### src/rtl/butterfly_pipe_if.sv
// Handshake/data bundle for butterfly_pipe.
//   master: producer/consumer side (drives operands, out_ready, ovf_clr)
//   slave : the butterfly itself (drives in_ready, results, ovf)
// Packed complex layout: {re[upper half], im[lower half]}, two's complement.
interface butterfly_pipe_if #(
    parameter int WIDTH    = 32,
    parameter int TW_WIDTH = 32
);
    logic                in_valid;
    logic                in_ready;
    logic [WIDTH-1:0]    A;
    logic [WIDTH-1:0]    B;
    logic [TW_WIDTH-1:0] W;
    logic                inv;
    logic                scale;
    logic                out_valid;
    logic                out_ready;
    logic [WIDTH-1:0]    out0;
    logic [WIDTH-1:0]    out1;
    logic                ovf;
    logic                ovf_clr;

    modport master (
        output in_valid, A, B, W, inv, scale, out_ready, ovf_clr,
        input  in_ready, out_valid, out0, out1, ovf
    );

    modport slave (
        input  in_valid, A, B, W, inv, scale, out_ready, ovf_clr,
        output in_ready, out_valid, out0, out1, ovf
    );
endinterface

### src/rtl/butterfly_pipe.sv
// Three-stage pipelined radix-2 DIT butterfly: out0 = A + W*B, out1 = A - W*B.
// Twiddle components are Q1.(T-1); the complex product is rounded half-up back to
// sample precision and saturated, then sums/diffs are optionally halved and saturated.
// Ports:
//   clk    rising-edge clock
//   reset  synchronous active-high; flushes every stage, clears outputs and ovf
//   bus    butterfly_pipe_if.slave: in_valid/in_ready, A, B, W, inv, scale,
//          out_valid/out_ready, out0, out1, sticky ovf, ovf_clr
// Flow control is a global stall: every stage advances only when the output
// register is empty or being drained, so in_ready is the same advance signal.
module butterfly_pipe #(
    parameter int WIDTH    = 32,
    parameter int TW_WIDTH = 32
) (
    input  logic              clk,
    input  logic              reset,
    butterfly_pipe_if.slave   bus
);
    localparam int H = WIDTH / 2;
    localparam int T = TW_WIDTH / 2;
    localparam int P = H + T + 1;   // full product width, cannot overflow
    localparam int S = H + 2;       // sum width with headroom for the +1 of scaling

    localparam logic signed [P-1:0] HI_P   = P'({(H-1){1'b1}});
    localparam logic signed [P-1:0] LO_P   = ~HI_P;
    localparam logic signed [P-1:0] RND    = {{(P-T+1){1'b0}}, 1'b1, {(T-2){1'b0}}};
    localparam logic signed [T-1:0] TW_MIN = {1'b1, {(T-1){1'b0}}};
    localparam logic signed [T-1:0] TW_MAX = ~TW_MIN;

    // Returns {clipped, value} after clamping to the H-bit signed range.
    function automatic logic [H:0] sat_h(input logic signed [P-1:0] v);
        if (v > HI_P)      return {1'b1, HI_P[H-1:0]};
        else if (v < LO_P) return {1'b1, LO_P[H-1:0]};
        else               return {1'b0, v[H-1:0]};
    endfunction

    logic                adv;
    logic [3:1]          vld_d, vld_q;

    // S1: operands and mode
    logic signed [H-1:0] a_re1_d, a_im1_d, b_re1_d, b_im1_d;
    logic signed [H-1:0] a_re1_q, a_im1_q, b_re1_q, b_im1_q;
    logic signed [T-1:0] w_re1_d, w_im1_d, w_re1_q, w_im1_q;
    logic                scale1_d, scale1_q;

    // S2: rounded/saturated complex product plus pass-through of A
    logic signed [P-1:0] pr, pi, pr_rnd, pi_rnd;
    logic [H:0]          bwr_sat, bwi_sat;
    logic signed [H-1:0] bw_re2_d, bw_im2_d, a_re2_d, a_im2_d;
    logic signed [H-1:0] bw_re2_q, bw_im2_q, a_re2_q, a_im2_q;
    logic                bw_ovf2_d, bw_ovf2_q, scale2_d, scale2_q;

    // S3: results
    logic signed [S-1:0] s0r, s0i, s1r, s1i;
    logic [H:0]          o0r, o0i, o1r, o1i;
    logic [WIDTH-1:0]    out0_d, out1_d, out0_q, out1_q;
    logic                ovf_set, ovf_d, ovf_q;

    always_comb begin
        adv = !vld_q[3] || bus.out_ready;

        a_re1_d  = bus.A[WIDTH-1:H];
        a_im1_d  = bus.A[H-1:0];
        b_re1_d  = bus.B[WIDTH-1:H];
        b_im1_d  = bus.B[H-1:0];
        w_re1_d  = bus.W[TW_WIDTH-1:T];
        w_im1_d  = bus.W[T-1:0];
        scale1_d = bus.scale;
        // Conjugate: -(-1.0) is not representable, clamp silently (no ovf).
        if (bus.inv)
            w_im1_d = (bus.W[T-1:0] == TW_MIN) ? TW_MAX : -$signed(bus.W[T-1:0]);

        pr = P'(w_re1_q) * P'(b_re1_q) - P'(w_im1_q) * P'(b_im1_q);
        pi = P'(w_im1_q) * P'(b_re1_q) + P'(w_re1_q) * P'(b_im1_q);
        pr_rnd = (pr + RND) >>> (T - 1);
        pi_rnd = (pi + RND) >>> (T - 1);
        bwr_sat   = sat_h(pr_rnd);
        bwi_sat   = sat_h(pi_rnd);
        bw_re2_d  = bwr_sat[H-1:0];
        bw_im2_d  = bwi_sat[H-1:0];
        bw_ovf2_d = bwr_sat[H] | bwi_sat[H];
        a_re2_d   = a_re1_q;
        a_im2_d   = a_im1_q;
        scale2_d  = scale1_q;

        s0r = S'(a_re2_q) + S'(bw_re2_q);
        s0i = S'(a_im2_q) + S'(bw_im2_q);
        s1r = S'(a_re2_q) - S'(bw_re2_q);
        s1i = S'(a_im2_q) - S'(bw_im2_q);
        if (scale2_q) begin
            s0r = (s0r + S'(1)) >>> 1;
            s0i = (s0i + S'(1)) >>> 1;
            s1r = (s1r + S'(1)) >>> 1;
            s1i = (s1i + S'(1)) >>> 1;
        end
        o0r = sat_h(P'(s0r));
        o0i = sat_h(P'(s0i));
        o1r = sat_h(P'(s1r));
        o1i = sat_h(P'(s1i));
        out0_d = {o0r[H-1:0], o0i[H-1:0]};
        out1_d = {o1r[H-1:0], o1i[H-1:0]};

        // Flag only counts when a valid sample actually lands in S3.
        ovf_set = adv && vld_q[2] &&
                  (bw_ovf2_q | o0r[H] | o0i[H] | o1r[H] | o1i[H]);
        ovf_d = ovf_q;
        if (bus.ovf_clr) ovf_d = 1'b0;
        if (ovf_set)     ovf_d = 1'b1;

        vld_d = adv ? {vld_q[2:1], bus.in_valid} : vld_q;
    end

    always_ff @(posedge clk) begin
        if (reset) begin
            vld_q  <= '0;
            out0_q <= '0;
            out1_q <= '0;
            ovf_q  <= 1'b0;
        end else begin
            vld_q <= vld_d;
            ovf_q <= ovf_d;
            if (adv && vld_q[2]) begin
                out0_q <= out0_d;
                out1_q <= out1_d;
            end
        end
    end

    // Datapath registers need no reset; their valid bits gate them.
    always_ff @(posedge clk) begin
        if (adv) begin
            a_re1_q   <= a_re1_d;
            a_im1_q   <= a_im1_d;
            b_re1_q   <= b_re1_d;
            b_im1_q   <= b_im1_d;
            w_re1_q   <= w_re1_d;
            w_im1_q   <= w_im1_d;
            scale1_q  <= scale1_d;
            bw_re2_q  <= bw_re2_d;
            bw_im2_q  <= bw_im2_d;
            a_re2_q   <= a_re2_d;
            a_im2_q   <= a_im2_d;
            bw_ovf2_q <= bw_ovf2_d;
            scale2_q  <= scale2_d;
        end
    end

    assign bus.in_ready  = adv;
    assign bus.out_valid = vld_q[3];
    assign bus.out0      = out0_q;
    assign bus.out1      = out1_q;
    assign bus.ovf       = ovf_q;
endmodule

### src/flat_wrapper.sv
// flat-port wrapper written by rule: the top's interface ports become plain ports
module butterfly_pipe_flat 
#(
    parameter int WIDTH    = 32,
    parameter int TW_WIDTH = 32
)
  (clk, reset, bus_in_valid, bus_A, bus_B, bus_W, bus_inv, bus_scale, bus_out_ready, bus_ovf_clr, bus_in_ready, bus_out_valid, bus_out0, bus_out1, bus_ovf);
  butterfly_pipe_if #(.WIDTH(WIDTH), .TW_WIDTH(TW_WIDTH)) bus_i ();
  input  logic clk;
  input  logic reset;
  input wire logic [$bits(bus_i.in_valid)-1:0] bus_in_valid;
  input wire logic [$bits(bus_i.A)-1:0] bus_A;
  input wire logic [$bits(bus_i.B)-1:0] bus_B;
  input wire logic [$bits(bus_i.W)-1:0] bus_W;
  input wire logic [$bits(bus_i.inv)-1:0] bus_inv;
  input wire logic [$bits(bus_i.scale)-1:0] bus_scale;
  input wire logic [$bits(bus_i.out_ready)-1:0] bus_out_ready;
  input wire logic [$bits(bus_i.ovf_clr)-1:0] bus_ovf_clr;
  output wire logic [$bits(bus_i.in_ready)-1:0] bus_in_ready;
  output wire logic [$bits(bus_i.out_valid)-1:0] bus_out_valid;
  output wire logic [$bits(bus_i.out0)-1:0] bus_out0;
  output wire logic [$bits(bus_i.out1)-1:0] bus_out1;
  output wire logic [$bits(bus_i.ovf)-1:0] bus_ovf;
  assign bus_i.in_valid = bus_in_valid;
  assign bus_i.A = bus_A;
  assign bus_i.B = bus_B;
  assign bus_i.W = bus_W;
  assign bus_i.inv = bus_inv;
  assign bus_i.scale = bus_scale;
  assign bus_i.out_ready = bus_out_ready;
  assign bus_i.ovf_clr = bus_ovf_clr;
  assign bus_in_ready = bus_i.in_ready;
  assign bus_out_valid = bus_i.out_valid;
  assign bus_out0 = bus_i.out0;
  assign bus_out1 = bus_i.out1;
  assign bus_ovf = bus_i.ovf;
  butterfly_pipe #(.WIDTH(WIDTH), .TW_WIDTH(TW_WIDTH)) u_core (.clk(clk), .reset(reset), .bus(bus_i));
endmodule
### config.mk
export PLATFORM = sky130hd
export DESIGN_NAME = butterfly_pipe_flat
export DESIGN_NICKNAME = d
export VERILOG_FILES = /design/src/rtl/butterfly_pipe_if.sv /design/src/rtl/butterfly_pipe.sv /design/src/flat_wrapper.sv
export SDC_FILE = /design/constraint.sdc
export NUM_CORES = 2
export LEC_CHECK = 0
export BUFFER_PORTS_ARGS = -buffer_cell sky130_fd_sc_hd__buf_4
export CORE_MARGIN = 10
export CORE_UTILIZATION = 60
export DETAILED_ROUTE_END_ITERATION = 7
export GPL_TIMING_DRIVEN = 0
export PLACE_DENSITY = 0.77
export SYNTH_ARGS = -nofsm -noshare
export SYNTH_HDL_FRONTEND = slang
export SYNTH_SLANG_ARGS = --single-unit
### constraint.sdc
create_clock -name clk -period 9.8 [get_ports clk]
set_clock_uncertainty 0.1 [all_clocks]
set_input_delay 0.49 -clock clk [delete_from_list [all_inputs] [get_ports clk]]
set_output_delay 0.49 -clock clk [all_outputs]
set_load 0.01 [all_outputs]
# After elaboration in Yosys (flattened, before gate mapping)

Cells that the tools add are included.

Logic and storage cells: 77
Bits in registers: 231

Magnitude comparators: 12
Reduce and logical (&&, ||, !) cells: 5
Muxes and demuxes: 20
Equal/unequal tests: 1
Multiply operators: 4
Add/subtract/negate cells: 13
Bitwise logic cells: 5

Operators by type and width:

| cell                   | number |
|---|---|
| $mux 17                | 12 |
| $mul 16x16->32         | 4 |
| $gt 18x16->1 const B   | 6 |
| $lt 18x16->1 const B   | 6 |
| $add 18x2->18 const B  | 4 |
| $mux 18                | 4 |
| $add 33x16->33 const B | 2 |
| $add 16x16->17         | 2 |
| $sub 16x16->17         | 2 |
| $add 33x33->33         | 1 |
| $sub 33x33->33         | 1 |
| $mux 16                | 2 |
| $eq 16x16->1 const B   | 1 |
| $neg 16->16            | 1 |
| $or 1x1->1             | 5 |
| $logic_and 1x1->1      | 2 |
| $mux 1                 | 2 |
| $reduce_bool 2->1      | 1 |
| $logic_not 1->1        | 1 |
| $logic_or 1x1->1       | 1 |

# Logic depth before layout (Yosys ltp)

Depth after elaboration: 12
Depth in mapped cells: 38

# Worst setup path after synthesis

Ideal clock, no wire load.

Kind: register to register
From: register u_core.b_im1_q[4]
To: register u_core.bw_im2_q[0] (data pin)
Cell stages (with the launch flop): 35
Setup slack: 1051 ps
Setup time: 254 ps
Path buffers: 2
Arrival: 8396 ps
Path through: edfxtp_1 > clkbuf_1 > and2_1 > fa_1 > inv_1 > fa_1 > fa_1 > inv_1 > fa_1 > fa_1 > inv_1 > fa_1 > inv_1 > ha_1 > a21o_1 > a21o_1 > or2_2 > o21ai_0 > a21oi_1 > or3_1 > a21oi_1 > xnor2_1 > ha_1 > ha_1 > a21oi_1 > o21bai_1 > a21o_1 > a21oi_1 > nor3b_1 > a21oi_1 > a21o_1 > o311ai_0 > a311oi_1 > clkbuf_1 > a21o_1

Longest elaborated chain between the ends: 5

RTL lines:

| item                   | RTL line              | text |
|---|---|---|
| start, declared        | butterfly_pipe.sv:42  | `logic signed [H-1:0] a_re1_q, a_im1_q, b_re1_q, b_im1_q;` |
| start signal, assigned | butterfly_pipe.sv:135 | `b_im1_q <= b_im1_d;` |
| $mul 16x16->32 *       | butterfly_pipe.sv:74  | `pi = P'(w_im1_q) * P'(b_re1_q) + P'(w_re1_q) * P'(b_im1_q);` |
| $add 33x33->33 *       | butterfly_pipe.sv:74  |  |
| $add 33x16->33 *       | butterfly_pipe.sv:76  | `pi_rnd = (pi + RND) >>> (T - 1);` |
| $lt 18x16->1           | butterfly_pipe.sv:33  | `else if (v < LO_P) return {1'b1, LO_P[H-1:0]};` |
| $mux 17                | butterfly_pipe.sv:33  |  |
| end signal, assigned   | butterfly_pipe.sv:140 | `bw_im2_q <= bw_im2_d;` |
| end, declared          | butterfly_pipe.sv:50  | `logic signed [H-1:0] bw_re2_q, bw_im2_q, a_re2_q, a_im2_q;` |

Mark *: on every way between the ends. The rest lies on a longest branch, timed or not.
A chain may end at the register's enable or synchronous reset.

# Worst setup path in the final report

From: register u_core.w_im1_q[4]
To: register u_core.bw_re2_q[13] (data pin)

Longest elaborated chain between the ends: 5

RTL lines:

| item                   | RTL line              | text |
|---|---|---|
| start, declared        | butterfly_pipe.sv:43  | `logic signed [T-1:0] w_re1_d, w_im1_d, w_re1_q, w_im1_q;` |
| start signal, assigned | butterfly_pipe.sv:137 | `w_im1_q <= w_im1_d;` |
| $mul 16x16->32 *       | butterfly_pipe.sv:73  | `pr = P'(w_re1_q) * P'(b_re1_q) - P'(w_im1_q) * P'(b_im1_q);` |
| $sub 33x33->33 *       | butterfly_pipe.sv:73  |  |
| $add 33x16->33 *       | butterfly_pipe.sv:75  | `pr_rnd = (pr + RND) >>> (T - 1);` |
| $lt 18x16->1           | butterfly_pipe.sv:33  |  |
| $mux 17                | butterfly_pipe.sv:33  |  |
| end signal, assigned   | butterfly_pipe.sv:139 | `bw_re2_q <= bw_re2_d;` |
| end, declared          | butterfly_pipe.sv:50  |  |

Marked as above.

==> impl_metrics.yaml <==
synth:
  syn_nets: 7719
  synthFlopType: "edfxtp_1"
  syn_avg_cell_area_um2: 9.20
  synthAdderAreaFrac_pct: 49.5
  muxShareOfSynthArea_pct: 0.130
  syn_area_um2: 55600
  synth_cells: 6045
  synth_seq_cells: 231
  yosys.area_share.simple_pct: 15.9
  synth_compound_area_share_pct: 9.03
  synth_top_family_by_area: "adder cells"
  synth_xor_area_share_pct: 3.84
  synth_cell_types: 104
  synthArstFlopShare_pct: 0
  synth-edff-count: 163
  yosys_warnings: 0
  seq_area_frac_synth_pct: 11.2
place:
  place_congestion: 1.09
  io_buffers: 167
  place_hpwl_um: 140000
  placed_cells: 7458
die:
  rows: 111
  die_width_um: 325
  die_y_um: 325
  ios: 170
  core_um2: 91800
  initial_core_util_pct: 60.6
  die-area_um2: 105000
critical_path:
  worstPathRequired_ns: 10.02
  end_kind: "flip-flop"
  r2r_end: "u_core.bw_re2_q[13]"
  max_stage_delay_ns: 0.71
  crit_top_cell: "fa_1"
  path_max_fanout: 10
  crit_type: "flip-flop to flip-flop"
  cp.arrival_ns: 9.99
  critPathSlowestCell: "o21ai_0"
  critPathLaunchType: "flip-flop"
  r2r_start: "u_core.w_im1_q[4]"
  reg2reg_setup_slack_ns: 0.04
  worstRegToRegCells: 28
timing:
  hold_viol: 0
  max_freq_mhz: 102
  maxSlewViolCount: 0
  worst_slew_pin_slew_ns: 1.18
  period_needed_ns: 9.76
  fin_crit_sh_pct: 99.6
  slew_headroom_pct: 20.4
  finalSetupViolCount: 0
global_route:
  first_global_vias: 46000
  antenna_found_initial: 17
  gr-total-overflow: 0
  grt_pass1_wl_um: 270000
  grt_max_degree: 60
  grt_use_total_pct: 33.5
outcome:
  status: "completed"
clock_tree:
  clk-insertion-delay-late_ns: 0.67
  cts_made_buffers: 27
  clk_pin_slew_ns: 0.06
  clockRootBuffer: "clkbuf_16"
  cts.sinks: 231
  cts_tree: "built"
  clk_path_buf_depth: 3
  cts_htree_levels: 1
route:
  wl_per_cell_um: 23.1
  drtPass1Iterations: 6
  num_vias: 44700
  ant_nets: 0
  finalWirelength_um: 177000
  avgViaCountPerCell: 5.84
  drc_errors: 0
  drt_iter0_markers: 4158
flow_run:
  cap_viol_max_count: 0
layout:
  area_growth_pct: 11.4
  nets: 8055
  regArea_um2: 6260
  multi_input_area_um2: 44100
  final_cell_count_no_fill: 7661
  fill_cells: 7361
  drive_gt1_share_pct: 9.56
min_path:
  hp-class: "input port to flip-flop"
  worstHoldStart: "bus_W[9]"
  hold_depth: 3
  hold_path_end: "u_core.w_im1_q[9]"
-- worst max-delay path by stage --
stage | slack, ns | startpoint | to | cells after the start
2_1_floorplan | 1.05 | u_core.b_im1_q[4] | u_core.bw_im2_q[0] | 34
3_3_place_gp | -1.76 | u_core.w_re1_q[7] | u_core.bw_ovf2_q | 34
3_5_place_dp | -1.91 | u_core.w_re1_q[7] | u_core.bw_ovf2_q | 34
4_1_cts | 0.02 | u_core.b_re1_q[4] | u_core.bw_ovf2_q | 31
5_1_grt | -0.08 | u_core.w_im1_q[4] | u_core.bw_re2_q[5] | 35
6_report | 0.04 | u_core.w_im1_q[4] | u_core.bw_re2_q[13] | 28
-- logic make-up after synthesis --
logic type / after synthesis
AOI/OAI and AO/OA: 731
xor gates and xnor gates: 243
adders and majority gates: 1571
buffers and inverters: 1517
DFF: 231
muxes: 7
and+or+nand+nor: 1745
-- registers in the layout (all words and copies together), names as in the netlist, 3 cells and up --
name and flops:
u_core.a_re2_q 16, u_core.a_im2_q 16, u_core.w_re1_q 16, u_core.bw_im2_q 16
u_core.b_im1_q 16, u_core.bus.out1 32, u_core.bus.out0 32, u_core.w_im1_q 16
u_core.bw_re2_q 16, u_core.a_im1_q 16, u_core.a_re1_q 16, u_core.vld_q 3
u_core.b_re1_q 16
-- per-layer routing --
| metal | routed length, µm | track usage [%] | up-vias | share of wire (%) |
|---|---|---|---|---|
| li1 | - | - | 19500 | - |
| met1 | 64900 | 41.7 | 22200 | 37 |
| met2 | 77100 | 51.3 | 2388 | 44 |
| met3 | 20500 | 9.85 | 586 | 12 |
| met4 | 14400 | 20.2 | 6 | 8.2 |
| met5 | 46 | 0 | - | 0.026 |
-- area by class of cell --
cell class / instances / share of cell area, %
Inverter: 1250 / 7.58
Clock inverter: 20 / 0.351
Sequential cell: 231 / 10.1
Clock buffer: 29 / 1.15
Antenna cell: 17 / 0.0687
Tap cell: 1243 / 2.51
Timing Repair Buffer: 309 / 4.28
Buffer: 265 / 2.73
Multi-Input combinational cell: 4297 / 71.2
-- placed cells by master, fill, tap and decap left out, drive strengths merged, types with 13 or more instances in the layout --
| cell type | n |
|---|---|
| a211oi | 48 |
| a21o | 88 |
| a21oi | 174 |
| a311oi | 13 |
| a31oi | 17 |
| and2 | 502 |
| and3 | 29 |
| buf | 315 |
| clkbuf | 205 |
| dfxtp | 68 |
| diode | 17 |
| dlygate4sd3 | 83 |
| edfxtp | 163 |
| fa | 1052 |
| ha | 519 |
| inv | 1254 |
| nand2 | 638 |
| nand2b | 73 |
| nand3 | 39 |
| nand4 | 23 |
| nor2 | 220 |
| nor2b | 36 |
| nor3 | 84 |
| nor4 | 20 |
| o211ai | 21 |
| o21a | 41 |
| o21ai | 157 |
| o21bai | 17 |
| o31ai | 23 |
| or2 | 13 |
| or3 | 30 |
| xnor2 | 167 |
| xor2 | 76 |
-- metrics by stage --
step	area [µm²]	setup slack (ns)	hold WS [ns]	utilization, %	TNS [ns]
after floorplan	55600	1.05	0.300	-	0
after global placement	58400	-1.76	0.301	63.7	-53.73
after detailed placement	58500	-1.91	0.305	63.8	-40.69
after CTS	61100	0.0207	0.00290	66.6	0
after global routing	61900	-0.0813	0.0387	67.5	-0.476
final	62000	0.0373	0.0438	67.5	0
-- Yosys cell counts (36+ instances only) --
| library cell | instances | area share [%] |
|---|---|---|
| inv_1 | 1249 | 8.4 |
| fa_1 | 1052 | 38 |
| nand2_1 | 637 | 4.3 |
| ha_1 | 519 | 12 |
| and2_1 | 500 | 5.6 |
| clkbuf_1 | 239 | 1.6 |
| nor2_1 | 220 | 1.5 |
| a21oi_1 | 172 | 1.5 |
| xnor2_1 | 166 | 2.6 |
| edfxtp_1 | 163 | 8.8 |
| o21ai_0 | 146 | 1.3 |
| a21o_1 | 88 | 1.2 |
| xor2_1 | 76 | 1.2 |
| nand2b_1 | 72 | 0.81 |
| nor3_1 | 71 | 0.64 |
| dfxtp_1 | 68 | 2.4 |
| nand3_1 | 39 | 0.35 |
| o21a_1 | 38 | 0.51 |
| a211oi_1 | 37 | 0.50 |
| nor2b_1 | 36 | 0.40 |
-- worst max-delay path: cells and delay by family, from the launching register on --
family | cells | cell delay [ns]
adder cells (fa/ha/maj) | 9 | 3.57
AO/OA/AOI/OAI | 10 | 3.14
AND/OR/NAND/NOR | 3 | 0.99
buffers and inverters | 4 | 0.57
XOR/XNOR | 2 | 0.57
flip-flops | 1 | 0.45
-- timing repair --
| action | in CTS | in global routing |
|---|---|---|
| setup buffers | 27 | 29 |
| resized for setup | 245 | 289 |
| hold buffers | 83 | 0 |
| setup endpoints to repair | 33 | 33 |
| hold endpoints to repair | 83 | 0 |
| pin swaps | 8 | 25 |
Power is left out: the tool's default activity adds up to more than one toggle a clock period on the data nets, which glitch-free logic cannot reach.
